**src/rtl/fifo_pkg.sv**
```systemverilog
// Shared defaults and size derivations for the parametrised FIFO and its RAM.
package fifo_pkg;

  localparam int DEF_DATA_WIDTH = 10;
  localparam int DEF_ADDR_WIDTH = 3;

  function automatic int depth_of(input int addr_width);
    return 1 << addr_width;
  endfunction

  // One extra bit so the count can represent DEPTH itself.
  function automatic int cnt_width(input int addr_width);
    return addr_width + 1;
  endfunction

endpackage

```
**src/rtl/fifo_dpram_param.sv**
```systemverilog
// Simple dual-port RAM: synchronous write port, registered read port.
module fifo_dpram_param
  import fifo_pkg::*;
#(
  parameter int DATA_WIDTH = DEF_DATA_WIDTH,
  parameter int ADDR_WIDTH = DEF_ADDR_WIDTH
) (
  input  logic                  clk,
  input  logic                  reset,
  input  logic                  we,
  input  logic [ADDR_WIDTH-1:0] waddr,
  input  logic [DATA_WIDTH-1:0] wdata,
  input  logic                  re,
  input  logic [ADDR_WIDTH-1:0] raddr,
  output logic [DATA_WIDTH-1:0] rdata
);

  localparam int DEPTH = depth_of(ADDR_WIDTH);

  logic [DATA_WIDTH-1:0] mem [DEPTH];
  logic [DATA_WIDTH-1:0] rdata_reg;

  always_ff @(posedge clk) begin
    if (we) begin
      mem[waddr] <= wdata;
    end
  end

  // The output register holds its value between reads, so it doubles as data_out.
  always_ff @(posedge clk) begin
    if (reset) begin
      rdata_reg <= '0;
    end else if (re) begin
      rdata_reg <= mem[raddr];
    end
  end

  assign rdata = rdata_reg;

endmodule

```
**src/rtl/fifo_param.sv**
```systemverilog
// Parametrised synchronous FIFO with occupancy count, threshold flags and
// sticky overflow/underflow errors.
module fifo_param
  import fifo_pkg::*;
#(
  parameter int DATA_WIDTH = DEF_DATA_WIDTH,
  parameter int ADDR_WIDTH = DEF_ADDR_WIDTH,
  parameter int CNT_WIDTH  = cnt_width(ADDR_WIDTH)
) (
  input  logic                  clk,
  input  logic                  reset,
  input  logic                  push,
  input  logic                  pop,
  input  logic [DATA_WIDTH-1:0] data_in,
  input  logic [CNT_WIDTH-1:0]  umbral_superior,
  input  logic [CNT_WIDTH-1:0]  umbral_inferior,
  output logic [DATA_WIDTH-1:0] data_out,
  output logic                  valid_out,
  output logic [CNT_WIDTH-1:0]  count,
  output logic                  full,
  output logic                  empty,
  output logic                  almost_full,
  output logic                  almost_empty,
  output logic                  overflow,
  output logic                  underflow
);

  localparam logic [CNT_WIDTH-1:0] DEPTH_CNT = CNT_WIDTH'(depth_of(ADDR_WIDTH));

  logic [ADDR_WIDTH-1:0] wr_ptr_reg;
  logic [ADDR_WIDTH-1:0] rd_ptr_reg;
  logic [CNT_WIDTH-1:0]  count_reg;
  logic [CNT_WIDTH-1:0]  th_hi_reg;
  logic [CNT_WIDTH-1:0]  th_lo_reg;
  logic                  valid_reg;
  logic                  overflow_reg;
  logic                  underflow_reg;

  logic pop_ok;
  logic push_ok;

  // A push into a full FIFO is only accepted when a pop frees a slot this cycle.
  assign pop_ok  = pop & (count_reg != '0);
  assign push_ok = push & ((count_reg != DEPTH_CNT) | pop_ok);

  fifo_dpram_param #(
    .DATA_WIDTH (DATA_WIDTH),
    .ADDR_WIDTH (ADDR_WIDTH)
  ) u_ram (
    .clk   (clk),
    .reset (reset),
    .we    (push_ok & ~reset),
    .waddr (wr_ptr_reg),
    .wdata (data_in),
    .re    (pop_ok & ~reset),
    .raddr (rd_ptr_reg),
    .rdata (data_out)
  );

  always_ff @(posedge clk) begin
    if (reset) begin
      wr_ptr_reg    <= '0;
      rd_ptr_reg    <= '0;
      count_reg     <= '0;
      valid_reg     <= 1'b0;
      overflow_reg  <= 1'b0;
      underflow_reg <= 1'b0;
      th_hi_reg     <= umbral_superior;
      th_lo_reg     <= umbral_inferior;
    end else begin
      if (push_ok) begin
        wr_ptr_reg <= wr_ptr_reg + ADDR_WIDTH'(1);
      end
      if (pop_ok) begin
        rd_ptr_reg <= rd_ptr_reg + ADDR_WIDTH'(1);
      end
      valid_reg <= pop_ok;
      case ({push_ok, pop_ok})
        2'b10:   count_reg <= count_reg + CNT_WIDTH'(1);
        2'b01:   count_reg <= count_reg - CNT_WIDTH'(1);
        default: count_reg <= count_reg;
      endcase
      if (push & ~push_ok) begin
        overflow_reg <= 1'b1;
      end
      if (pop & ~pop_ok) begin
        underflow_reg <= 1'b1;
      end
    end
  end

  // Flags decode the count register; while reset is held they show the empty state.
  always_comb begin
    full         = ~reset & (count_reg == DEPTH_CNT);
    empty        = reset | (count_reg == '0);
    almost_full  = ~reset & (count_reg >= th_hi_reg);
    almost_empty = reset | (count_reg <= th_lo_reg);
  end

  assign count     = count_reg;
  assign valid_out = valid_reg;
  assign overflow  = overflow_reg;
  assign underflow = underflow_reg;

endmodule

```
**config.mk**
```make
export PLATFORM = sky130hd
export DESIGN_NAME = fifo_param
export DESIGN_NICKNAME = d
export VERILOG_FILES = /design/src/rtl/fifo_pkg.sv /design/src/rtl/fifo_dpram_param.sv /design/src/rtl/fifo_param.sv
export SDC_FILE = /design/constraint.sdc
export NUM_CORES = 1
export LEC_CHECK = 0
export BUFFER_PORTS_ARGS = -buffer_cell sky130_fd_sc_hd__buf_2
export CORE_ASPECT_RATIO = 1.5
export CORE_MARGIN = 1
export CORE_UTILIZATION = 25
export CTS_BUF_LIST = sky130_fd_sc_hd__clkbuf_4 sky130_fd_sc_hd__clkbuf_8
export CTS_CLUSTER_DIAMETER = 30
export DETAILED_ROUTE_END_ITERATION = 10
export MAX_ROUTING_LAYER = met4
export PLACE_DENSITY_LB_ADDON = 0.25
export SLEW_MARGIN = 25
export SYNTH_ARGS = -nofsm -noshare
export SYNTH_HDL_FRONTEND = slang
export SYNTH_SLANG_ARGS = --single-unit
export TNS_END_PERCENT = 50
```
**constraint.sdc**
```tcl
create_clock -name clk -period 7.3 [get_ports clk]
set_input_delay 0.73 -clock clk [delete_from_list [all_inputs] [get_ports clk]]
set_output_delay 0.73 -clock clk [all_outputs]
set_load 0.02 [all_outputs]
```
==> results of run 1 <==
==> worst max-delay path by stage <==
stage,end,slack (ns),cells past startpoint
floorplan,u_ram.mem[0][0],4.71,3
global route,almost_full,4.21,7
detailed placement,almost_full,4.72,7
CTS,almost_full,4.29,7
global placement,almost_full,4.78,7
finish,almost_full,4.35,7
==> final cells by class <==
cell class / count / area [um^2]
clock buffer: 9 / 123.9
clock inverter: 7 / 80.08
fill: 1708 / 12220
inverter: 7 / 26.28
multi-input combinational: 137 / 1252
sequential: 111 / 3104
tap: 213 / 266.5
timing repair buffer: 51 / 277.8
==> cells in the mapped netlist (all sizes together), types with 2 or more instances <==
cell type and instances:
edfxtp 88, nor2 29, dfxtp 23, mux4 20, nor3 16, buf 11, ha 11, o22ai 11
inv 7, nand2 7, clkbuf 5, mux2i 4, nor2b 4, nand2b 3, xnor2 3, xor2 3
a211oi 2, nand3 2, nor4 2, o211ai 2, o21a 2, o21ai 2
==> routing by layer <==
| metal | up-vias | global-route usage (%) |
|---|---|---|
| met1 | 1184 | 11.57 |
| met5 | - | - |
| met3 | 12 | 2.007 |
| met2 | 44 | 19.14 |
| met4 | 0 | 4.606 |
| li1 | 1136 | - |
==> metrics by stage <==
stage | hold slack (ns) | power (uW) | utilization, %
after floorplan | 0.5113 | 1079 | -
after CTS | 0.4946 | 1562 | 29.58
after global placement | 0.4551 | 1178 | 28.40
after global routing | 0.5017 | 1624 | 29.58
final | 0.4800 | 1535 | 29.58
after detailed placement | 0.4659 | 1182 | 28.40
==> cells by family after synthesis <==
logic type / Yosys count
flip-flops: 111
multiplexers: 25
AND/OR/NAND/NOR: 68
XOR/XNOR: 6
buffers and inverters: 23
adder cells (fa/ha/maj): 11
AO/OA/AOI/OAI: 27
==> power by group <==
| group | internal [uW] | switching (uW) | leakage (uW) |
|---|---|---|---|
| Combinational | 174 | 208 | 0.000675 |
| Sequential | 727 | 47.4 | 0.000990 |
| Clock | 164 | 214 | 0.000102 |
==> worst max-delay path, stage by stage (launching register included) <==
cell	delay, ns
dfxtp_1	0.56
inv_1	0.16
ha_1	0.31
nand2b_1	0.14
a21o_1	0.18
a211oi_1	0.22
nor3_1	0.08
buf_2	0.20
==> reports/metrics.yaml, run 1 <==
clk_latency_ns: 0.37
syn_nets: 304
routed_wl_mm: 8.970
rsz0062_at_grt: "no"
synth.avg_cell_area_um2: 16.41
drtIter0Drc: 162
cts-resized-gates: 0
clk_pin_slew_ns: 0.10
crit_path_end_kind: "output pin"
path_class: "register to output pin"
wl_met2_mm: 4.664
htreeDepth: 3
dp.cells: 519
rows: 59
diodes: 0
netlist_instances: 271
avgRoutedWirePerCell_um: 16.77
holdPathEnd: "overflow"
viasPerCell: 4.441
min_from: "overflow"
grt_max_degree: 41
drcViolationCount: 0
ys_warn_count: 0
drive_gt1_share_pct: 30.12
dr_total_vias: 2376
holdBufCountCts: 0
maxSlewViolCount: 0
synth-adder-area-share_pct: 3.094
synth-edff-count: 88
numPortBuffers: 42
synth_top_area_cell: "edfxtp_1"
dieArea_mm2: 0.01834
tightest_slew_ns: 0.8553
cp-startpoint: "count[0]"
synth_top_family_by_area: "multiplexers"
hold_violations: 0
max_slew_margin_pct: 42.55
r2r_start: "count[3]"
outcome: "completed"
hp-class: "register to register"
area_delta_synth_final_pct: 15.36
synthDistinctLibCells: 43
worst_hold_path.num_cells: 2
grt.overflow.total: 0
fmax_mhz: 339.0
min_period_ns: 2.950
cts_tree: "done"
core_area_mm2: 0.01735
synth_ff_type: "edfxtp_1"
grt_pass1_vias: 2546
leakagePower_uw: 0.001767
ys_seq_area_share_pct: 69.76
fin_area_mm2: 0.005131
rrSetupSlack_ns: 5.08
wl_met1_mm: 3.849
synth_area_mm2: 0.004448
dpl.hpwl_mm: 5.955
worstPathMaxFanout: 11
grt_pass1_wl_mm: 14.28
yosys.area_share.xor_xnor_pct: 1.181
crit_required_ns: 6.57
powerDensity_mw_per_mm2: 299.2
grt_usage_pct: 10.68
layout_setup_ws_ns: 4.350
finalCritPeriodShare_pct: 40.40
antenna_found_initial: 0
drtAntennaViolNets: 0
layout_common_cells: "edfxtp_1 (88), buf_2 (42), nor2_1 (29)"
wl_met3_um: 268
synth_seq_cells: 111
chipHeight_um: 165.4
setup_viol: 0
reg2reg_to: "u_ram.mem[6][2]"
synth_top_area_share_pct: 59.41
layout_commonest_cell: "edfxtp_1"
synth_compound_area_share_pct: 4.613
async_reset_ff_share_pct: 0
io_pins: 43
synthSimpleGateAreaFrac_pct: 7.511
drv_cap: 0
gp_congestion: 0.7271
drt_first_pass_iters: 4
worstRegToRegCells: 4
worst_setup_path_start_kind: "register"
placed_area_mm2: 0.004927
die-width_um: 110.9
cts_num_sinks: 111
fin_nets: 350
preCtsSetupSlack_ns: 4.717
muxShareOfSynthArea_pct: 11.28
skew_ns: 0.007318
netlist_top_cells_area: "edfxtp_1 (59%), dfxtp_1 (10%), mux4_2 (10%), ha_1 (3.1%), nor2_1 (2.4%)"
start_util_pct: 25.64
cts_root_buffer: "clkbuf_8"
cts_made_buffers: 9
arrival_ns: 2.22
largest_reg_flops: 80
postCtsSetupRepairBufs: 0
cts_max_path_buffers: 2
topRoutingLayerUsed: "met4"
max-vdd-ir-drop_mv: 0.1495
fin_tns_setup_ns: 0
stdcell_count: 535
No activity file was read; power rests on OpenSTA's default activity.
==> inputs of run 2 (changes only) <==
Settings changed: ABC_AREA set to 1.
Clock period 7.3 ns to 3.1 ns, I/O delays scaled along.
==> reports/metrics.yaml, run 2 <==
area_delta_synth_final_pct: 15.66
crit_path_end_kind: "output pin"
core_area_mm2: 0.01794  # +3.4%
worst_setup_path_start_kind: "register"
rows: 60  # +1.7%
synth_top_area_cell: "edfxtp_1"
antenna_found_initial: 0  # unchanged
arrival_ns: 2.07  # -0.15 ns
synth_area_mm2: 0.004571  # +2.8%
synth_most_common_cell: "edfxtp_1"
viasPerCell: 4.581  # +3.1%
netlist_instances: 384  # +42%
endpoint: "almost_full"
async_reset_ff_share_pct: 0  # unchanged
routed_wl_mm: 10.55  # +18%
rrSetupSlack_ns: 1.05  # -4.03 ns
powerDensity_mw_per_mm2: 625.7  # +110%
drcViolationCount: 0  # unchanged
cts_root_buffer: "clkbuf_8"
drv_cap: 0  # unchanged
io_pins: 43  # unchanged
dpl.hpwl_mm: 7.215  # +21%
diodes: 0  # unchanged
layout_setup_ws_ns: 0.7221  # -3.628 ns
r2r_start: "count[2]"
synthDistinctLibCells: 33  # -23%
clk_pin_slew_ns: 0.10  # about the same
synth-edff-count: 88  # unchanged
cts_max_path_buffers: 2  # unchanged
synth_seq_cells: 111  # unchanged
dieArea_mm2: 0.01884  # +2.7%
synth_top_area_share_pct: 57.82  # -1.6 points
hold_violations: 0  # unchanged
ys_warn_count: 0  # unchanged
maxSlewViolCount: 0  # unchanged
hp-class: "input port to register"
muxShareOfSynthArea_pct: 0  # -11 points
drt_first_pass_iters: 4  # unchanged
preCtsSetupSlack_ns: 1.056  # -3.661 ns
cts_tree: "done"
reg2reg_to: "u_ram.mem[2][4]"
grt_pass1_vias: 3124  # +23%
clk_latency_ns: 0.37  # about the same
ys_seq_area_share_pct: 67.89  # -1.9 points
holdBufCountCts: 0  # unchanged
skew_ns: 0.01488  # +0.007564 ns
rsz0062_at_grt: "no"
max_slew_margin_pct: 51.69  # +9.1 points
htreeDepth: 3  # unchanged
worstRegToRegCells: 8  # +4
synth_compound_area_share_pct: 12.70  # +8.1 points
netlist_top_cells_area: "edfxtp_1 (58%), dfxtp_1 (10%), o21ai_0 (5.3%), nor2_1 (4.2%), o221ai_1 (3.6%)"
setup_viol: 0  # unchanged
layout_common_cells: "edfxtp_1 (88), nor2_1 (51), o21ai_0 (48)"
synth-adder-area-share_pct: 3.011  # -0.083 points
die-width_um: 112.4  # +1.3%
synth_ff_type: "edfxtp_1"
synth_top_family_by_area: "compound AO/OA/AOI/OAI gates"
fillCellCount: 1789  # +4.7%
fin_tns_setup_ns: 0  # unchanged
drive_gt1_share_pct: 19.95  # -10 points
cts_num_sinks: 111  # unchanged
grt_pass1_wl_mm: 16.79  # +18%
numPortBuffers: 42  # unchanged
max-vdd-ir-drop_mv: 0.2255  # +51%
chipHeight_um: 167.6  # +1.4%
largest_reg_flops: 80  # unchanged
avgRoutedWirePerCell_um: 16.04  # -4.4%
synthSimpleGateAreaFrac_pct: 11.66  # +4.2 points
synth.avg_cell_area_um2: 11.90  # -27%
grt_max_degree: 42  # +2.4%
postCtsSetupRepairBufs: 0  # unchanged
worstPathMaxFanout: 7  # -4
grt_usage_pct: 12.32  # +1.6 points
path_class: "register to output pin"
cp-startpoint: "count[0]"
yosys.area_share.xor_xnor_pct: 0.3832  # -0.80 points
crit_required_ns: 2.79  # -3.78 ns
start_util_pct: 25.47  # -0.17 points
layout_commonest_cell: "edfxtp_1"
gp_congestion: 0.7828  # +7.7%
finalCritPeriodShare_pct: 76.71
leakagePower_uw: 0.001926  # +9.0%
synth_commonest_cells: "edfxtp_1 (88), nor2_1 (51), o21ai_0 (48)"
cts-resized-gates: 0  # unchanged
tightest_slew_ns: 0.7238  # -0.1315 ns
fmax_mhz: 420.5
syn_nets: 417  # +37%
fin_nets: 469  # +34%
drtIter0Drc: 153  # -5.6%
dr_total_vias: 3014  # +27%
drtAntennaViolNets: 0  # unchanged
outcome: "completed"
grt.overflow.total: 0  # unchanged
cts_made_buffers: 9  # unchanged
min_period_ns: 2.378
run 2: cell types whose count changed in the layout (fill, tap and decap cells not counted), moves of 20 or more:
cell	change
o21ai_0	+47
inv_1	+22
nand2_1	+22
nor2_1	+22
mux4_2	-20
run 2: worst max-delay path: stages (launching register included):
cell      delay [ns]
dfxtp_1         0.49
inv_1           0.13
ha_1            0.30
inv_1           0.05
a21boi_0        0.08
o21a_1          0.17
o21a_1          0.15
o21ai_0         0.13
inv_1           0.05
buf_2           0.15
run 2: logic make-up after synthesis:
logic type                 Yosys count
adders and majority gates           11
AOI/OAI and AO/OA                   97
DFF                                111
and+or+nand+nor                    113
xor gates and xnor gates             2
buffers and inverters               50
run 2: metal layers:
metal,track usage (%),share of wire [%],vias up
li1,-,-,1484
met1,12.06,39,1437
met2,22.44,54,67
met3,1.773,2.9,26
met4,8.116,4.5,0
met5,-,0,-
run 2: power breakdown:
part	switching [uW]	internal, uW	total, uW
Combinational	507	251	758
Clock	495	313	808
Sequential	60.9	1680	1740
run 2: metrics by stage:
| step | cell area (um^2) | total power [uW] | util, % | std cells | hold slack [ns] |
|---|---|---|---|---|---|
| floorplan | 4571 | 2295 | - | 384 | 0.4089 |
| global placement | 5104 | 2537 | 28.44 | 642 | 0.4430 |
| detailed placement | 5104 | 2550 | 28.44 | 642 | 0.4421 |
| CTS | 5286 | 3361 | 29.46 | 658 | 0.08347 |
| global route | 5286 | 3501 | 29.46 | 658 | 0.08874 |
| finish | 5286 | 3308 | 29.46 | 658 | 0.1121 |
run 2: how the worst min path moves through the flow:
stage / from / endpoint / cells past startpoint / slack, ns
2_1_floorplan: umbral_superior[0] / th_hi_reg[0] / 0 / 0.41
3_3_place_gp: underflow / underflow / 2 / 0.44
3_5_place_dp: underflow / underflow / 2 / 0.44
4_1_cts: umbral_superior[0] / th_hi_reg[0] / 1 / 0.08
5_1_grt: umbral_superior[0] / th_hi_reg[0] / 1 / 0.09
6_report: umbral_inferior[2] / th_lo_reg[2] / 1 / 0.11
run 2: layout make-up:
class | count | area [um^2] | share of cell area, %
Clock buffer | 10 | 131.4 | 2.485
Clock inverter | 6 | 51.30 | 0.9704
Inverter | 32 | 122.6 | 2.320
Multi-Input combinational cell | 223 | 1269 | 24.00
Sequential cell | 111 | 3103 | 58.70
Tap cell | 217 | 271.5 | 5.136
Timing Repair Buffer | 59 | 337.8 | 6.391
==> inputs of run 3 (changes only) <==
Clock period 3.1 ns to 2.3 ns, I/O delays scaled along.
==> reports/metrics.yaml, run 3 (synthesized netlist as in run 2, its figures left out) <==
maxSlewViolCount: 0  # unchanged
cts_root_buffer: "clkbuf_8"
grt.overflow.total: 0  # unchanged
worst_setup_path_start_kind: "register"
crit_required_ns: 2.07  # -0.72 ns
avgRoutedWirePerCell_um: 16.40  # +2.3%
hold_ws_ns: 0.01957  # -0.09250 ns
hold_violations: 0  # unchanged
grt_usage_pct: 12.52  # +0.20 points
outcome: "completed"
largest_reg_flops: 80  # unchanged
gp_congestion: 0.7562  # -3.4%
path_class: "register to output pin"
pwr-share-seq_pct: 50.1  # -2.5 points
crit_path_end_kind: "output pin"
tightest_slew_ns: 0.7633  # +0.03950 ns
crit_chain: "inv_1 > ha_1 > inv_1 > a21boi_0 > o21a_1 > o21a_1 > o21ai_0 > inv_1 > buf_2"
dr_total_vias: 3061  # +1.6%
p_total_uw: 4681  # +42%
dieArea_mm2: 0.01884  # unchanged
chipHeight_um: 167.6  # unchanged
grt_pass1_wl_mm: 17.10  # +1.8%
drtIter0Drc: 133  # -13%
grt_max_degree: 42  # unchanged
fin_tns_setup_ns: 0  # unchanged
leakagePower_uw: 0.001984  # +3.0%
swShare_pct: 30.55  # -1.6 points
drv_cap: 0  # unchanged
clk_pin_slew_ns: 0.10  # about the same
skew_ns: 0.01094  # -0.003945 ns
rsz0062_at_grt: "no"
drt_first_pass_iters: 5  # +1
layout_common_cells: "edfxtp_1 (88), nor2_1 (51), o21ai_0 (48)"
finalCritPeriodShare_pct: 91.32
dpl.hpwl_mm: 7.330  # +1.6%
slowest_delay_ns: 0.37  # -0.12 ns
min_from: "umbral_inferior[0]"
pwr-share-clk_pct: 27.4  # +3.0 points
area_delta_synth_final_pct: 17.88
rows: 60  # unchanged
start_util_pct: 25.47  # unchanged
clk_latency_ns: 0.38  # about the same
drcViolationCount: 0  # unchanged
cts_max_path_buffers: 2  # unchanged
numPortBuffers: 42  # unchanged
r2r_start: "count[2]"
dp.cells: 645  # +0.47%
worst_hold_path.num_cells: 1  # unchanged
drive_gt1_share_pct: 20.81  # +0.85 points
p_int_uw: 3251  # +45%
fmax_mhz: 476.1
max-vdd-ir-drop_mv: 0.3054  # +35%
cpMostUsedCell: "inv_1"
drtAntennaViolNets: 0  # unchanged
switchingPower_uw: 1430  # +34%
max_slew_margin_pct: 49.06  # -2.6 points
cts_tree: "done"
core_area_mm2: 0.01794  # unchanged
cts_num_sinks: 111  # unchanged
grt_pass1_vias: 3086  # -1.2%
fin_nets: 475  # +1.3%
stdcell_count: 664  # +0.91%
powerDensity_mw_per_mm2: 868.8  # +39%
layout_commonest_cell: "edfxtp_1"
antenna_found_initial: 0  # unchanged
worstPathMaxFanout: 4  # -3
arrival_ns: 1.87  # -0.20 ns
viasPerCell: 4.610  # +0.64%
worstRegToRegCells: 8  # unchanged
cts_made_buffers: 9  # unchanged
setup_viol: 0  # unchanged
io_pins: 43  # unchanged
htreeDepth: 3  # unchanged
final_util_pct: 30.03  # +0.56 points
comb_power_share_pct: 22.5  # -0.4 points
die-width_um: 112.4  # unchanged
cp-startpoint: "count[0]"
diodes: 0  # unchanged
routed_wl_mm: 10.89  # +3.2%
hp-class: "input port to register"
cp_slowest_cell: "dfxtp_4"
min_period_ns: 2.100
==> run 3: changes by cell type in the layout (fill, tap and decap cells not counted), sizes merged <==
| cell | change |
|---|---|
| buf | +4 |
| bufinv | +2 |
| clkinv | +2 |
| clkinvlp | -2 |
| dlygate4sd3 | +2 |
| inv | -2 |
==> run 3: path summary, 6_finish.rpt <==
| check | end | slack, ns |
|---|---|---|
| worst max register to register | u_ram.mem[0][5] | 0.38 |
| worst min register to register | count[0] | 0.45 |
| worst min-delay path | th_lo_reg[0] | 0.02 |
| worst max-delay path | almost_full | 0.20 |
==> run 3: layer usage <==
metal	global-route usage [%]	wire, um	up-vias
met2	23.25	5918	64
li1	-	-	1494
met4	4.812	208	0
met5	-	0	-
met1	13.29	4426	1485
met3	1.737	338	18
==> run 3: power by group through the flow <==
stage               Clock [uW]  Combinational [uW]  Sequential [uW]
floorplan                    0                 651             2440
global placement             0                1050             2390
detailed placement           0                1060             2390
CTS                       1320                1060             2350
global route              1390                1190             2360
finish                    1280                1050             2340
==> run 3: stage by stage <==
step           worst slack (ns)  cell area, um^2
2_1_floorplan           0.05506             4571
3_3_place_gp             0.4240             5139
3_5_place_dp             0.3970             5139
4_1_cts                 0.05602             5356
5_1_grt                 0.05183             5388
6_report                 0.1996             5388
==> run 3: worst max-delay path: cells and delay by family, from the launching register on <==
family	cells	cell delay (ns)
AO/OA/AOI/OAI	4	0.53
flip-flops	1	0.37
adder cells (fa/ha/maj)	1	0.29
buffers and inverters	4	0.32
==> run 3: final cells by class <==
class                   count  area, um^2
repair buffers             65       400.4
inverters                  32       122.6
clock buffers              10       131.4
multi-input cells         223        1269
well taps                 217       271.5
flip-flops and latches    111        3108
fillers                  1811       12550
clock inverters             6       85.08
==> run 3: repair_timing <==
action	CTS	global route
endpoints found under the setup margin	1	1
resized for setup	1	2
pin swaps	0	0
hold buffers	0	2
endpoints found under the hold margin	0	2
setup buffers	0	1
